### src/rtl/aes_stream_pkg.sv
// aes_stream_pkg: shared mode constants, block geometry and FSM encoding for aes_stream_bridge
package aes_stream_pkg;
    localparam int AES_BEATS   = 4;
    localparam int AES_BLOCK_W = 128;
    localparam logic [1:0] AES_MODE_ENCRYPT    = 2'b00;
    localparam logic [1:0] AES_MODE_DECRYPT    = 2'b01;
    localparam logic [1:0] AES_MODE_EXPAND_KEY = 2'b10;
    typedef enum logic [2:0] {ST_GATHER, ST_START, ST_WAIT_LOW, ST_WAIT_DONE, ST_EMIT} state_t;
endpackage

### src/rtl/aes_stream_bridge_shifter.sv
// aes_beat_shifter: 128-bit block register with 32-bit word load, block load and a beat counter
//   clk, rst_n : clock, async active-low reset
//   clr        : zero the block and the counter (highest priority)
//   ld / blk   : load a whole block, counter to 0
//   wr / word  : write word into slot cnt (slot 0 = MSW), counter advances
//   adv        : advance the counter only (block is read out by slot index)
//   data, cnt  : block contents and current beat
module aes_beat_shifter
    import aes_stream_pkg::*;
(
    input  logic                   clk,
    input  logic                   rst_n,
    input  logic                   clr,
    input  logic                   ld,
    input  logic                   wr,
    input  logic                   adv,
    input  logic [31:0]            word,
    input  logic [AES_BLOCK_W-1:0] blk,
    output logic [AES_BLOCK_W-1:0] data,
    output logic [1:0]             cnt
);
    always_ff @(posedge clk or negedge rst_n) begin
        if (!rst_n) begin
            data <= '0;
            cnt  <= '0;
        end else if (clr) begin
            data <= '0;
            cnt  <= '0;
        end else if (ld) begin
            data <= blk;
            cnt  <= '0;
        end else if (wr) begin
            data[(AES_BEATS - 1 - int'(cnt)) * 32 +: 32] <= word;
            cnt <= cnt + 2'd1;
        end else if (adv) begin
            cnt <= cnt + 2'd1;
        end
    end
endmodule

### src/rtl/aes_stream_bridge.sv
// aes_stream_bridge: 32-bit AXI-Stream <-> 128-bit aes_module block adapter with start/done handshake
//   s00_axis_*        : input stream (4 beats per block, first beat = MSW)
//   m00_axis_*        : output stream (4 beats per block, MSW first)
//   cfg_mode          : 00 enc, 01 dec, 10 expand key, 11 treated as enc; latched on beat 0
//   aes_din/mode/start: block, mode and start request to the core
//   aes_done/dout     : core done (high when idle) and result
//   busy              : low only when waiting for beat 0
//   err_partial/err_timeout : sticky error flags, cleared only by reset
//   AES_STREAM_PAD_EN : when defined, tlast before beat 3 zero-fills and runs the block;
//                       otherwise the partial block is dropped and err_partial is set
module aes_stream_bridge
    import aes_stream_pkg::*;
#(
    parameter int DONE_TIMEOUT = 64
) (
    input  logic                   s00_axis_aclk,
    input  logic                   s00_axis_aresetn,
    input  logic [31:0]            s00_axis_tdata,
    input  logic                   s00_axis_tvalid,
    output logic                   s00_axis_tready,
    input  logic                   s00_axis_tlast,
    output logic [31:0]            m00_axis_tdata,
    output logic                   m00_axis_tvalid,
    input  logic                   m00_axis_tready,
    output logic                   m00_axis_tlast,
    input  logic [1:0]             cfg_mode,
    output logic [AES_BLOCK_W-1:0] aes_din,
    output logic [1:0]             aes_mode,
    output logic                   aes_start,
    input  logic                   aes_done,
    input  logic [AES_BLOCK_W-1:0] aes_dout,
    output logic                   busy,
    output logic                   err_partial,
    output logic                   err_timeout
);
    localparam int TW = $clog2(DONE_TIMEOUT);
    state_t state, nxt;
    logic rdy_q, tlast_q, acc, fin, part_hit, to_hit, tmo, g_clr, e_ld, e_adv;
    logic [TW-1:0] tcnt;
    logic [1:0] g_cnt, e_cnt;
    logic [AES_BLOCK_W-1:0] e_data;
    // rdy_q keeps tready low during reset and for the edge that releases it
    assign s00_axis_tready = rdy_q && state == ST_GATHER;
    assign acc             = s00_axis_tvalid && s00_axis_tready;
    assign fin             = acc && (g_cnt == 2'd3 || s00_axis_tlast);
`ifdef AES_STREAM_PAD_EN
    assign part_hit        = 1'b0;
`else
    assign part_hit        = acc && s00_axis_tlast && g_cnt != 2'd3;
`endif
    assign aes_start       = state inside {ST_START, ST_WAIT_LOW, ST_WAIT_DONE};
    assign m00_axis_tvalid = state == ST_EMIT;
    assign m00_axis_tlast  = m00_axis_tvalid && e_cnt == 2'd3 && tlast_q;
    assign m00_axis_tdata  = e_data[(AES_BEATS - 1 - int'(e_cnt)) * 32 +: 32];
    assign busy            = !(state == ST_GATHER && g_cnt == 2'd0);
    assign to_hit          = tcnt == TW'(DONE_TIMEOUT - 1);
    always_ff @(posedge s00_axis_aclk or negedge s00_axis_aresetn) begin
        if (!s00_axis_aresetn) state <= ST_GATHER;
        else state <= nxt;
    end
    always_comb begin
        nxt   = state;
        g_clr = 1'b0;
        e_ld  = 1'b0;
        e_adv = 1'b0;
        tmo   = 1'b0;
        case (state)
            ST_GATHER: begin
                g_clr = part_hit;
                nxt   = (fin && !part_hit) ? ST_START : ST_GATHER;
            end
            ST_START: nxt = ST_WAIT_LOW;
            ST_WAIT_LOW: begin
                tmo   = aes_done && to_hit;
                g_clr = tmo;
                nxt   = !aes_done ? ST_WAIT_DONE : tmo ? ST_GATHER : ST_WAIT_LOW;
            end
            ST_WAIT_DONE: begin
                tmo   = !aes_done && to_hit;
                e_ld  = aes_done;
                g_clr = aes_done || tmo;
                nxt   = aes_done ? (aes_mode == AES_MODE_EXPAND_KEY ? ST_GATHER : ST_EMIT)
                      : tmo ? ST_GATHER : ST_WAIT_DONE;
            end
            ST_EMIT: begin
                e_adv = m00_axis_tready;
                nxt   = (m00_axis_tready && e_cnt == 2'd3) ? ST_GATHER : ST_EMIT;
            end
            default: nxt = ST_GATHER;
        endcase
    end
    always_ff @(posedge s00_axis_aclk or negedge s00_axis_aresetn) begin
        if (!s00_axis_aresetn) begin
            rdy_q       <= 1'b0;
            tlast_q     <= 1'b0;
            aes_mode    <= AES_MODE_ENCRYPT;
            tcnt        <= '0;
            err_partial <= 1'b0;
            err_timeout <= 1'b0;
        end else begin
            rdy_q <= 1'b1;
            // restarts for each wait state so every wait gets the full budget
            tcnt  <= (nxt == state && (state == ST_WAIT_LOW || state == ST_WAIT_DONE)) ? tcnt + 1'b1 : '0;
            if (acc && g_cnt == 2'd0)
                aes_mode <= (cfg_mode == AES_MODE_DECRYPT || cfg_mode == AES_MODE_EXPAND_KEY) ? cfg_mode : AES_MODE_ENCRYPT;
            if (fin) tlast_q <= s00_axis_tlast;
            if (part_hit) err_partial <= 1'b1;
            if (tmo) err_timeout <= 1'b1;
        end
    end
    aes_beat_shifter u_gather (
        .clk(s00_axis_aclk), .rst_n(s00_axis_aresetn), .clr(g_clr), .ld(1'b0), .wr(acc), .adv(1'b0),
        .word(s00_axis_tdata), .blk('0), .data(aes_din), .cnt(g_cnt)
    );
    aes_beat_shifter u_emit (
        .clk(s00_axis_aclk), .rst_n(s00_axis_aresetn), .clr(1'b0), .ld(e_ld), .wr(1'b0), .adv(e_adv),
        .word(32'h0), .blk(aes_dout), .data(e_data), .cnt(e_cnt)
    );
endmodule

### config.mk
export PLATFORM = sky130hd
export DESIGN_NAME = aes_stream_bridge
export DESIGN_NICKNAME = d
export VERILOG_FILES = /design/src/rtl/aes_stream_pkg.sv /design/src/rtl/aes_stream_bridge_shifter.sv /design/src/rtl/aes_stream_bridge.sv
export SDC_FILE = /design/constraint.sdc
export NUM_CORES = 1
export LEC_CHECK = 0
export CORE_ASPECT_RATIO = 1.2
export CORE_MARGIN = 2
export CORE_UTILIZATION = 51
export DETAILED_ROUTE_END_ITERATION = 10
export PLACE_DENSITY = 0.82
export SYNTH_ARGS = -nofsm -noshare
export SYNTH_HDL_FRONTEND = slang
export SYNTH_HIERARCHICAL = 1
export SYNTH_SLANG_ARGS = --single-unit
### constraint.sdc
create_clock -name s00_axis_aclk -period 3 [get_ports s00_axis_aclk]
set_input_delay 0.75 -clock s00_axis_aclk [delete_from_list [all_inputs] [get_ports s00_axis_aclk]]
set_output_delay 0.75 -clock s00_axis_aclk [all_outputs]
set_load 0.05 [all_outputs]
==> run summary <==
The post-route minimum period is 2.875 ns. For this run, the slowest stage of the critical path takes 0.52 ns. The remaining global-route overflow came out at 0. Across the VDD grid, the largest voltage drop is 0.7263 mV. The worst setup path is launched from a flop. The deepest level of the CTS H-tree came out at 1. The cell row count is 68. Traced cell by cell, the critical path runs through nor2_1, or2_2, inv_1, dlygate4sd2_1. The chip height came out at 190.1 um. The number of clock buffers added by TritonCTS is 29. The setup clock skew after layout came out at 0.01138 ns. For this run, the detailed router's first-pass iteration total came to 7. The post-synthesis cell count came out at 1459. For the pin with the worst max-slew slack, the measured transition is 0.7553 ns. The wire length per cell is 21.12 um. The min-delay analysis places its worst path in the category input port to async pin. Across all layers, the routed design uses about 14000 vias. Buffers placed on the I/O ports in this run total 336. The arrival time reported for the critical path endpoint is 2.13 ns.

The flow ran to the end, and the final reports show no timing, DRC or antenna violations. The maximum number of pins on one net before global-route repair is 137. Counting flops with a built-in enable in the synthesized netlist gives 0. In this run the worst path has a maximum fanout of 8. The number of antenna violations at the first check in global routing came out at 3. Counting both buffers and inverters, the worst setup path holds a total of 2. For this run, design rule violations remaining after detail routing come to 0. The die covers 30230 um2. After detailed routing, the number of vias per cell comes to 6.014. The most common flop cell mapped by yosys is dfrtp_1.

The post-route total power is 0.01825 W. The final weighted congestion in routability-driven placement is 0.8535. The total count of max-transition violations in the final report is 0. The via count of the first global-routing pass came out at 14400.

The maximum clock frequency came out at roughly 350 MHz. The boundary pin count is around 340. The final critical-path share of the clock period is a little over nine tenths. The static leakage power came out at 8.444 nW. The register bit count reported by yosys came out at 275. The worst slew margin relative to its limit is 49.65%. The placeable core area is approximately 29000 um2. After synthesis, the netlist uses 54 different library cells.

After the last flow step, the layout net total stands at 2146. The number of nets with antenna violations after detailed routing came out at 0. Global routing used 32.36% of the available tracks. Power spread over the standard cell area amounts to around 900 nW/um2.

The kind of cell with the highest combined delay on the critical path is buffers and inverters. Counting flops with an async set or reset pin after synthesis yields a share of 100.0%. The first-pass GRT wire length is slightly below 80 mm. The sequential area share after synthesis is 46.76%. For this block, the initial DRC count from the detailed router was 1442. TritonCTS built the clock tree.

The max capacitance violation total came out at 0. The yosys synthesis warning count is 6. The data required time of the worst path came out at around 2.3 ns. The clock reaches the later pin of the worst-skew pair after 0.55 ns. The layout overhead on the synthesized area is 38.53%.

Setup repair after global routing left no endpoint under its margin. The fraction of final layout cells sized beyond drive strength 1 is 11.91%. With fillers left out, the area of the finished cells amounts to 20380 um2.

The tree is rooted in a clkbuf_16. The number of hold violations in the final report is 0. For this block, the routed nets add up to around 50 mm of wire. Averaged over all synthesized cells, the footprint is 10.09 um2. The cell area after synthesis is 14720 um2.

The final number of setup-violating endpoints is 0. The initial standard-cell utilization of the core is 51.47%. The number of buffers inserted by hold repair at cts came out at 0. The critical path capture point type is an output pin.

The buffer levels on the longest clock path is 3. The start-to-end type of the worst setup path is flop to output pin. For this design, the slowest cell found on the critical path is dfrtp_1. The sink count of the clock tree is around 280. The die is 159.1 um wide. The detailed placer's ending HPWL is 33.00 mm. The area after detailed placement is 19330 um2. The clock-pin slew on the worst setup and hold paths is 0.06 ns.
cells in the final DEF (no fill, tap or decap), types with 3 or more instances in the layout:
cell,n
nand4_1,34
nor2b_1,3
nor3_1,72
nand2b_1,3
nor3_2,30
ha_1,11
a211o_2,6
buf_12,19
inv_1,7
nor2_1,265
clkdlybuf4s50_1,298
a311oi_1,33
a32oi_1,128
clkbuf_8,7
clkbuf_16,29
bufinv_16,5
dfrtp_1,273
a211oi_2,10
dlygate4sd2_1,3
conb_1,268
buf_4,69
nand3_1,6
xor2_1,3
a211oi_1,118
clkinv_2,8
xnor2_1,3
a221oi_1,64
nand2_1,101
mux4_2,32
o311a_1,32
worst reg2reg max path: cells and delay by family, from the launching register on:
family	cells	cell delay, ns
buf+inv	3	0.78
flops	1	0.61
compound gates	2	0.47
fa+ha+maj	1	0.45
simple gates	1	0.27
per-layer routing:
metal	global-route usage (%)	routed length (um)	vias up
met3	8.742	5162	143
met5	0	0	-
met1	39.73	18400	6998
met4	13.39	2169	0
met2	54.38	24480	772
li1	-	-	6382
power breakdown:
group,internal [W],switching [W]
Clock,0.00237,0.00154
Sequential,0.00468,0.000691
Combinational,0.00299,0.00597
through the flow:
stage / std cells / TNS [ns] / utilization, % / setup slack (ns) / hold WS, ns
final: 2377 / 0 / 71.31 / 0.1248 / 0.1951
after global routing: 2377 / 0 / 71.31 / 0.03990 / 0.2209
after floorplan: 1725 / 0 / - / 0.3633 / 0.4544
after global placement: 2321 / 0 / 67.63 / 0.05335 / 0.4540
after CTS: 2375 / 0 / 71.28 / 0.006328 / 0.2017
after detailed placement: 2321 / -0.3139 / 67.63 / -0.07337 / 0.4563
path summary, 6_finish.rpt:
kind,startpoint,to,slack [ns],cells past startpoint
max,state[0]$_DFF_PN0_,aes_start,0.12,4
min,s00_axis_aresetn,u_emit/data[123]$_DFFE_PN0P_,0.20,1
max reg2reg,u_gather/cnt[0]$_DFFE_PN0P_,u_gather/data[70]$_DFFE_PN0P_,0.31,7
min reg2reg,err_partial$_DFFE_PN0P_,err_partial$_DFFE_PN0P_,0.47,1
max in group asynchronous,s00_axis_aresetn,u_gather/data[76]$_DFFE_PN0P_,2.10,2
min in group s00_axis_aclk,err_partial$_DFFE_PN0P_,err_partial$_DFFE_PN0P_,0.47,1
what timing repair did:
action | in CTS | in global routing
cloned | 0 | 0
resized for setup | 3 | 1
setup buffers | 0 | 0
endpoints found under the setup margin | 3 | 1
registers in the layout, summed over array words and instances, names as in the netlist:
register / cells
u_gather/data: 128
state: 3
u_emit/cnt: 2
tlast_q: 1
rdy_q: 1
aes_mode: 2
err_partial: 1
u_emit/data: 128
u_gather/cnt: 2
err_timeout: 1
tcnt: 6
Yosys cell counts, drive strengths merged, types with 5 or more instances:
| cell type | count | share of area [%] |
|---|---|---|
| ha | 11 | 0.94 |
| nand3 | 7 | 0.27 |
| dfrtp | 275 | 47 |
| nand4 | 34 | 1.4 |
| inv | 7 | 0.18 |
| nor2b | 5 | 0.21 |
| a211o | 8 | 0.48 |
| a221oi | 64 | 3.8 |
| and2 | 5 | 0.23 |
| nor3 | 104 | 4.7 |
| clkbuf | 96 | 2.5 |
| buf | 84 | 3.4 |
| mux4 | 32 | 4.9 |
| a311oi | 33 | 2.0 |
| nand2 | 101 | 2.6 |
| a32oi | 128 | 7.6 |
| a211oi | 130 | 7.0 |
| o311a | 32 | 2.2 |
| nor2 | 265 | 6.8 |
logic make-up (layout without fill, tap and decap cells):
kind of cell               count (synthesis)  count (layout)  share of synthesized area [%]
adders and majority gates                 11              11                         0.9353
and+or+nand+nor                          537             537                          17.16
AOI/OAI and AO/OA                        405             405                          23.54
muxes                                     36              36                          5.187
other                                      2             270                        0.05104
DFF                                      275             275                          46.76
buffers and inverters                    187             452                          6.011
xor gates and xnor gates                   6               6                         0.3572
layout make-up:
| type | count | area [um2] |
|---|---|---|
| Antenna cell | 2 | 5.005 |
| Timing Repair Buffer | 391 | 3935 |
| Inverter | 7 | 26.28 |
| Clock buffer | 37 | 825.8 |
| Multi-Input combinational cell | 1263 | 8004 |
| Sequential cell | 275 | 6884 |
| Fill cell | 2149 | 8203 |
| Tap cell | 385 | 481.7 |
| Clock inverter | 17 | 222.7 |
Note: power is estimated with default switching activity, not from simulation.
